===== src/rtl/pri_icache_ctrl_slave.sv =====
// Cache-side endpoint of the private icache control bus: sequences bypass switches and flushes
// against cache idle/flush-done status and keeps the fetch performance counters.
module pri_icache_ctrl_slave #(
    parameter int unsigned CNT_WIDTH = 32,
    parameter bit          SATURATE  = 1'b1
) (
    input  logic                 clk_i,
    input  logic                 rst_ni,

    input  logic                 bypass_req_i,
    output logic                 bypass_ack_o,
    input  logic                 flush_req_i,
    output logic                 flush_ack_o,

    input  logic                 ctrl_clear_regs_i,
    input  logic                 ctrl_enable_regs_i,
    output logic [CNT_WIDTH-1:0] ctrl_hit_count_o,
    output logic [CNT_WIDTH-1:0] ctrl_trans_count_o,
    output logic [CNT_WIDTH-1:0] ctrl_miss_count_o,

    input  logic                 cache_idle_i,
    output logic                 cache_bypass_o,
    output logic                 cache_flush_o,
    input  logic                 cache_flush_done_i,

    input  logic                 fetch_trans_i,
    input  logic                 fetch_hit_i,
    input  logic                 fetch_miss_i
);

    typedef enum logic [2:0] {
        StIdle,
        StBypDrain,
        StFlushDrain,
        StFlushWait,
        StFlushAck
    } state_e;

    localparam logic [CNT_WIDTH-1:0] CntOne = CNT_WIDTH'(1);

    state_e state_q, state_d;

    logic cache_bypass_q, cache_bypass_d;
    logic bypass_ack_q, bypass_ack_d;
    logic flush_ack_q, flush_ack_d;
    logic cache_flush_q, cache_flush_d;

    logic [CNT_WIDTH-1:0] trans_cnt_q, trans_cnt_d;
    logic [CNT_WIDTH-1:0] hit_cnt_q, hit_cnt_d;
    logic [CNT_WIDTH-1:0] miss_cnt_q, miss_cnt_d;

    logic trans_inc, hit_inc, miss_inc;

    // ------------------------------------------------------------------------
    // Control FSM
    // ------------------------------------------------------------------------
    always_ff @(posedge clk_i or negedge rst_ni) begin
        if (!rst_ni) begin
            state_q <= StIdle;
        end else begin
            state_q <= state_d;
        end
    end

    always_comb begin
        state_d = state_q;
        unique case (state_q)
            StIdle: begin
                // A pending flush takes priority over a bypass change.
                if (flush_req_i && !flush_ack_q) begin
                    state_d = StFlushDrain;
                end else if (bypass_req_i != cache_bypass_q) begin
                    state_d = StBypDrain;
                end
            end
            StBypDrain: begin
                if (cache_idle_i) state_d = StIdle;
            end
            StFlushDrain: begin
                if (cache_idle_i) state_d = StFlushWait;
            end
            StFlushWait: begin
                if (cache_flush_done_i) state_d = StFlushAck;
            end
            StFlushAck: begin
                if (!flush_req_i) state_d = StIdle;
            end
            default: state_d = StIdle;
        endcase
    end

    always_comb begin
        cache_bypass_d = cache_bypass_q;
        flush_ack_d    = flush_ack_q;
        cache_flush_d  = 1'b0;
        // The acknowledge trails the applied bypass select by exactly one cycle.
        bypass_ack_d   = cache_bypass_q;
        unique case (state_q)
            StBypDrain: begin
                if (cache_idle_i) cache_bypass_d = bypass_req_i;
            end
            StFlushDrain: begin
                if (cache_idle_i) cache_flush_d = 1'b1;
            end
            StFlushWait: begin
                if (cache_flush_done_i) flush_ack_d = 1'b1;
            end
            StFlushAck: begin
                if (!flush_req_i) flush_ack_d = 1'b0;
            end
            default: ;
        endcase
    end

    always_ff @(posedge clk_i or negedge rst_ni) begin
        if (!rst_ni) begin
            cache_bypass_q <= 1'b0;
            bypass_ack_q   <= 1'b0;
            flush_ack_q    <= 1'b0;
            cache_flush_q  <= 1'b0;
        end else begin
            cache_bypass_q <= cache_bypass_d;
            bypass_ack_q   <= bypass_ack_d;
            flush_ack_q    <= flush_ack_d;
            cache_flush_q  <= cache_flush_d;
        end
    end

    assign cache_bypass_o = cache_bypass_q;
    assign bypass_ack_o   = bypass_ack_q;
    assign flush_ack_o    = flush_ack_q;
    assign cache_flush_o  = cache_flush_q;

    // ------------------------------------------------------------------------
    // Performance counters
    // ------------------------------------------------------------------------
    function automatic logic [CNT_WIDTH-1:0] cnt_next(input logic [CNT_WIDTH-1:0] cnt,
                                                      input logic                 inc);
        logic [CNT_WIDTH-1:0] res;
        res = cnt;
        if (inc) begin
            if (SATURATE && (&cnt)) begin
                res = cnt;
            end else begin
                res = cnt + CntOne;
            end
        end
        return res;
    endfunction

    // Hit/miss reflect tag lookups, which do not happen while the cache is bypassed.
    assign trans_inc = ctrl_enable_regs_i & fetch_trans_i;
    assign hit_inc   = ctrl_enable_regs_i & fetch_hit_i & ~cache_bypass_q;
    assign miss_inc  = ctrl_enable_regs_i & fetch_miss_i & ~cache_bypass_q;

    always_comb begin
        trans_cnt_d = cnt_next(trans_cnt_q, trans_inc);
        hit_cnt_d   = cnt_next(hit_cnt_q, hit_inc);
        miss_cnt_d  = cnt_next(miss_cnt_q, miss_inc);
        if (ctrl_clear_regs_i) begin
            trans_cnt_d = '0;
            hit_cnt_d   = '0;
            miss_cnt_d  = '0;
        end
    end

    always_ff @(posedge clk_i or negedge rst_ni) begin
        if (!rst_ni) begin
            trans_cnt_q <= '0;
            hit_cnt_q   <= '0;
            miss_cnt_q  <= '0;
        end else begin
            trans_cnt_q <= trans_cnt_d;
            hit_cnt_q   <= hit_cnt_d;
            miss_cnt_q  <= miss_cnt_d;
        end
    end

    assign ctrl_trans_count_o = trans_cnt_q;
    assign ctrl_hit_count_o   = hit_cnt_q;
    assign ctrl_miss_count_o  = miss_cnt_q;

endmodule


===== config.mk =====
export PLATFORM = sky130hd
export DESIGN_NAME = pri_icache_ctrl_slave
export DESIGN_NICKNAME = d
export VERILOG_FILES = /design/src/rtl/pri_icache_ctrl_slave.sv
export SDC_FILE = /design/constraint.sdc
export NUM_CORES = 1
export LEC_CHECK = 0
export BUFFER_PORTS_ARGS = -buffer_cell sky130_fd_sc_hd__buf_2
export CORE_MARGIN = 2
export CORE_UTILIZATION = 35
export DETAILED_ROUTE_END_ITERATION = 8
export GPL_TIMING_DRIVEN = 0
export SETUP_SLACK_MARGIN = 0.2
export SYNTH_ARGS = -nofsm -noshare
export SYNTH_HDL_FRONTEND = slang
export SYNTH_SLANG_ARGS = --single-unit

===== constraint.sdc =====
create_clock -name clk_i -period 4.6 [get_ports clk_i]
set_input_delay 0.46 -clock clk_i [delete_from_list [all_inputs] [get_ports clk_i]]
set_output_delay 0.46 -clock clk_i [all_outputs]
set_load 0.05 [all_outputs]

* Word-level counts from Yosys, hierarchy flattened *
Cells that the tools add are included.

word-level totals
  register bits = 103
  word-level logic and storage cells = 67

cells by class
  bitwise gates (word level) = 6
  mux-type cells = 21
  $add $sub $neg = 3
  equality and inequality tests = 13
  reductions and logical operators = 16

operators with widths
  cell                                                                   number
  32-bit 2-to-1 mux                                                      9
  32-bit by 1-bit adder with 32-bit output, second input constant        3
  32-bit AND reduction                                                   3
  3-bit 2-to-1 mux                                                       6
  3-bit one-hot mux with 5 select lines                                  1
  2-bit != test, second input constant                                   7
  2-bit AND reduction                                                    4
  2-bit nonzero test                                                     4
  3-bit by 2-bit equality test with 1-bit output, second input constant  2
  1-bit bitwise AND                                                      5
  5-bit AND reduction                                                    1
  1-bit 2-to-1 mux                                                       4
  3-bit by 1-bit equality test with 1-bit output, second input constant  1
  3-bit equality test, second input constant                             1
  3-bit logical NOT                                                      1
  3-bit != test, second input constant                                   1
  3-bit AND reduction                                                    1
  1-bit one-hot mux with 2 select lines                                  1
  1-bit logical AND                                                      1
  1-bit logical NOT                                                      1
  1-bit != test                                                          1
  1-bit inverter                                                         1

* Logic depth before layout (Yosys ltp) *
  depth after elaboration = 4
  depth in mapped cells = 8
  mapped depth without buffers = 6

* Least setup slack after synthesis *
No wires, ideal clock.

  path kind = register to register
  start = register hit_cnt_q[0] (netlist: ctrl_hit_count_o[0])
  end = register hit_cnt_q[1] (netlist: ctrl_hit_count_o[1])
  path slack = 1,976 ps
  arrival time = 2,492 ps
  library setup time = 132 ps
  clock period less this slack = 2,624 ps
  buffers on the path = 2
  cell stages (with the launch flop) = 9
  path through = dfrtp_1 > ha_1 > nand4_1 > or2_2 > o41ai_4 > buf_4 > buf_6 > mux2i_1 > nor2_1

between the ends
  longest elaborated chain between the ends = 4
  elaborated cells between the ends (all ways) = 7
  classes of those cells = add/sub (1); eq/ne (1); mux (3); reduce/logical (2)

RTL lines
  item                                      RTL line  text
  from (decl)                               49        logic [CNT_WIDTH-1:0] hit_cnt_q, hit_cnt_d;
  from (signal assigned)                    174       hit_cnt_q <= hit_cnt_d;
  32-bit by 1-bit adder with 32-bit output  145       res = cnt + CntOne;
  32-bit 2-to-1 mux                         142       if (SATURATE && (&cnt)) begin
  32-bit 2-to-1 mux                         141       if (inc) begin
  32-bit 2-to-1 mux                         160       if (ctrl_clear_regs_i) begin

Parallel ways exist; a longest one is shown, timed or not. The select of a mux whose other input is x is not followed.
A chain may end at the register's enable or synchronous reset.

* Worst setup path after layout *
  start = register hit_cnt_q[1] (netlist: ctrl_hit_count_o[1])
  end = register hit_cnt_q[1] (netlist: ctrl_hit_count_o[1])

The elaborated chain is that of the path after synthesis.

==> results.txt <==
Outcome: completed
Synth top area cells: dfrtp_1 45%, a21oi_1 4.7%, nor2_1 4.2%, or3_1 3.8%, nand4_1 3.6%
Vias in the first global route: 5326
Cell taking the most area after synthesis: dfrtp_1
Max Transition Viols Final: 0
Drt wl/cell: 16.8 µm
RePlAce Congestion: 0.830
Synthesized area: 5760 µm²
CTS tree: yes
Maximum vdd drop: 176 µV
DRT Pass-1 Iters: 4
Reg2Reg Capture Point: ctrl_hit_count_o[1]
FF+latch count, synth: 103
Clock Latency Late Sink: 0.36 ns
Final hold violation count: 0
Syn avg cell area: 9.22 µm²
Final instance area: 7000 µm²
XOR/XNOR share of the synthesized area: 5.02%
Diodes inserted: 0
R2r setup slk: 1.96 ns
Largest family of logic cells by synthesized area: simple AND/OR/NAND/NOR gates
Min Tclk post-route: 2.64 ns
Layout Area Growth over Synthesis: 21.6%
Setup Viol. Count Final: 0
Prevailing post-synth register cell: dfrtp_1
Num rows: 46
Fraction of layout cells with a size suffix above 1: 21.7%
Total negative slack: 0 ns
H-Tree Depth: 3
Remaining DRCs: 0
PortBufs: 110
Unrepaired setup endpoints after global routing: no
Initial antenna violation count: 0
Worst Path Max Fanout: 10
CTS buffer count: 9
Fill count: 1636
WL final: 16300 µm
Rel. slew slack: 37.8%
Die area: 17500 µm²
Power density cells: 311 nW/µm²
Reg2reg start: ctrl_hit_count_o[1]
Lkg Pwr: 2.94 nW
EDFF count, synth: 0
Final setup margin: 1.96 ns
Largest net degree at the start of global routing: 70
Storage element area: 2580 µm²
Post-CTS setup buffers: 0
Final ANT Viol Nets: 0
Area of the multi-input gates: 3000 µm²
Dpl cell area: 6610 µm²
Clock slew at reported path FFs: 0.07 ns
Total congestion overflow: 0
Worst Tran Pin Value: 0.925 ns
Place WS: 1.84 ns
Core area: 16000 µm²
Synth warn: 0
Hold buffer count at cts: 0
Final-stage net count: 760
Critical Path AT: 2.86 ns
Initial Util: 36.0%
Root Buffer: clkbuf_16
Number of max-cap violations: 0
Skew final: 0.00707 ns
Count of cell types in the netlist: 58
First-pass GRT wire length: 27400 µm
Crit. End Element: flip-flop
GRT Total Usage: 19.2%
1st-iter DRT viols: 415
Post-Synth Adder-Cell Area: 0.652%
Mux cell area share after synthesis: 3.04%
Dpl hpwl: 11800 µm
CP Class: flip-flop to flip-flop
CTS Buffer Depth: 2
Seq/Total Area, Yosys: 44.8%
Asr flop ratio synth: 100%
Clock sink count: 103
Compound-Gate Fraction of Synth Area: 14.0%
Syn Nets: 638
Simple-gate share of the synthesized area: 29.4%
Fmax: 379 MHz
Die Y: 132 µm
Mapped Cells: 624
Startpoint Class: flip-flop
Avg Vias per Cell: 5.56
Final cycle utilization of the critical path: 57.4%
# IOs: 111
Area share of the leading cell type in the synthesized netlist: 44.8%
Worst hold path type: primary input to asynchronous set/reset pin
Via count: 5372
Critical Path RT: 4.82 ns
DIE WIDTH: 132 µm
Hold WS: 0.0608 ns
PostCTS Resize Cnt: 0
Reg2reg path depth: 8
logic make-up (layout without fill, tap and decap cells):
| group | Yosys count | in the layout |
|---|---|---|
| and+or+nand+nor | 298 | 298 |
| AOI/OAI and AO/OA | 132 | 132 |
| DFF | 103 | 103 |
| buffers and inverters | 39 | 166 |
| xor gates and xnor gates | 33 | 33 |
| muxes | 16 | 16 |
| adders and majority gates | 3 | 3 |
placed cells by master, fill, tap and decap left out, drive strengths merged, types with 23 or more instances in the layout:
cell / instances
nor2: 64
a21oi: 54
dfrtp: 103
clkbuf: 28
nand2: 36
buf: 119
or3: 37
nand4: 35
o21ai: 37
or4: 23
nand3: 29
flip-flops by register name (all words and copies together), names as in the netlist:
register and flops:
bypass_ack_o 1, cache_bypass_o 1, cache_flush_o 1, ctrl_hit_count_o 32, ctrl_miss_count_o 32, ctrl_trans_count_o 32
flush_ack_o 1, state_q 3
synth_stat cells, drive strengths merged, types with 5 or more instances:
cell type / number
a21oi: 54
and3: 5
and4: 5
buf: 8
clkbuf: 18
dfrtp: 103
inv: 12
mux2: 12
nand2: 36
nand3: 29
nand4: 35
nor2: 64
nor2b: 11
nor3: 8
nor4: 21
o2111ai: 6
o21ai: 37
o31ai: 18
or3: 37
or4: 23
xnor2: 18
xor2: 15
per-layer routing:
metal,vias to the layer above,track usage [%],share of wire [%]
li1,2589,-,-
met1,2619,25.4,45
met2,146,30.9,47
met3,18,4.04,5.5
met4,0,7.23,1.8
met5,-,0,0
worst max-delay path by stage:
stage	start	endpoint	slack, ns	cells past startpoint
6_report	ctrl_hit_count_o[1]	ctrl_hit_count_o[1]	1.96	8
5_1_grt	ctrl_hit_count_o[1]	ctrl_hit_count_o[1]	1.74	8
4_1_cts	ctrl_hit_count_o[1]	ctrl_hit_count_o[1]	1.96	8
3_5_place_dp	ctrl_clear_regs_i	ctrl_trans_count_o[25]	1.84	5
3_3_place_gp	ctrl_clear_regs_i	ctrl_miss_count_o[10]	1.85	5
2_1_floorplan	ctrl_hit_count_o[0]	ctrl_hit_count_o[1]	1.98	8
critical path, cell delays in order (launching register included):
cell	delay [ns]
dfrtp_1	0.40
ha_1	0.23
nand4_1	0.22
or2_2	0.41
o41ai_4	0.59
buf_4	0.27
buf_6	0.16
mux2i_1	0.18
nor2_1	0.05
metrics by stage:
stage	total power, mW	util (%)	cells
2_1_floorplan	1.11	-	624
3_3_place_gp	1.18	41.1	950
3_5_place_dp	1.19	41.3	951
4_1_cts	2.20	43.8	967
5_1_grt	2.26	43.8	967
6_report	2.18	43.8	967
power by group:
group,leakage (nW),internal [mW],switching [mW]
registers,1.43,0.924,0.0221
clock network,0.193,0.656,0.354
logic,1.32,0.0639,0.159
cell type report:
type,instances,share of cell area (%)
multi-input cells,482,42.9
well taps,216,3.86
clock inverters,6,2.22
inverters,12,0.643
plain buffers,27,1.88
clock buffers,10,3.41
repair buffers,111,8.29
flip-flops and latches,103,36.8
Power figures use the tool's default switching activity.
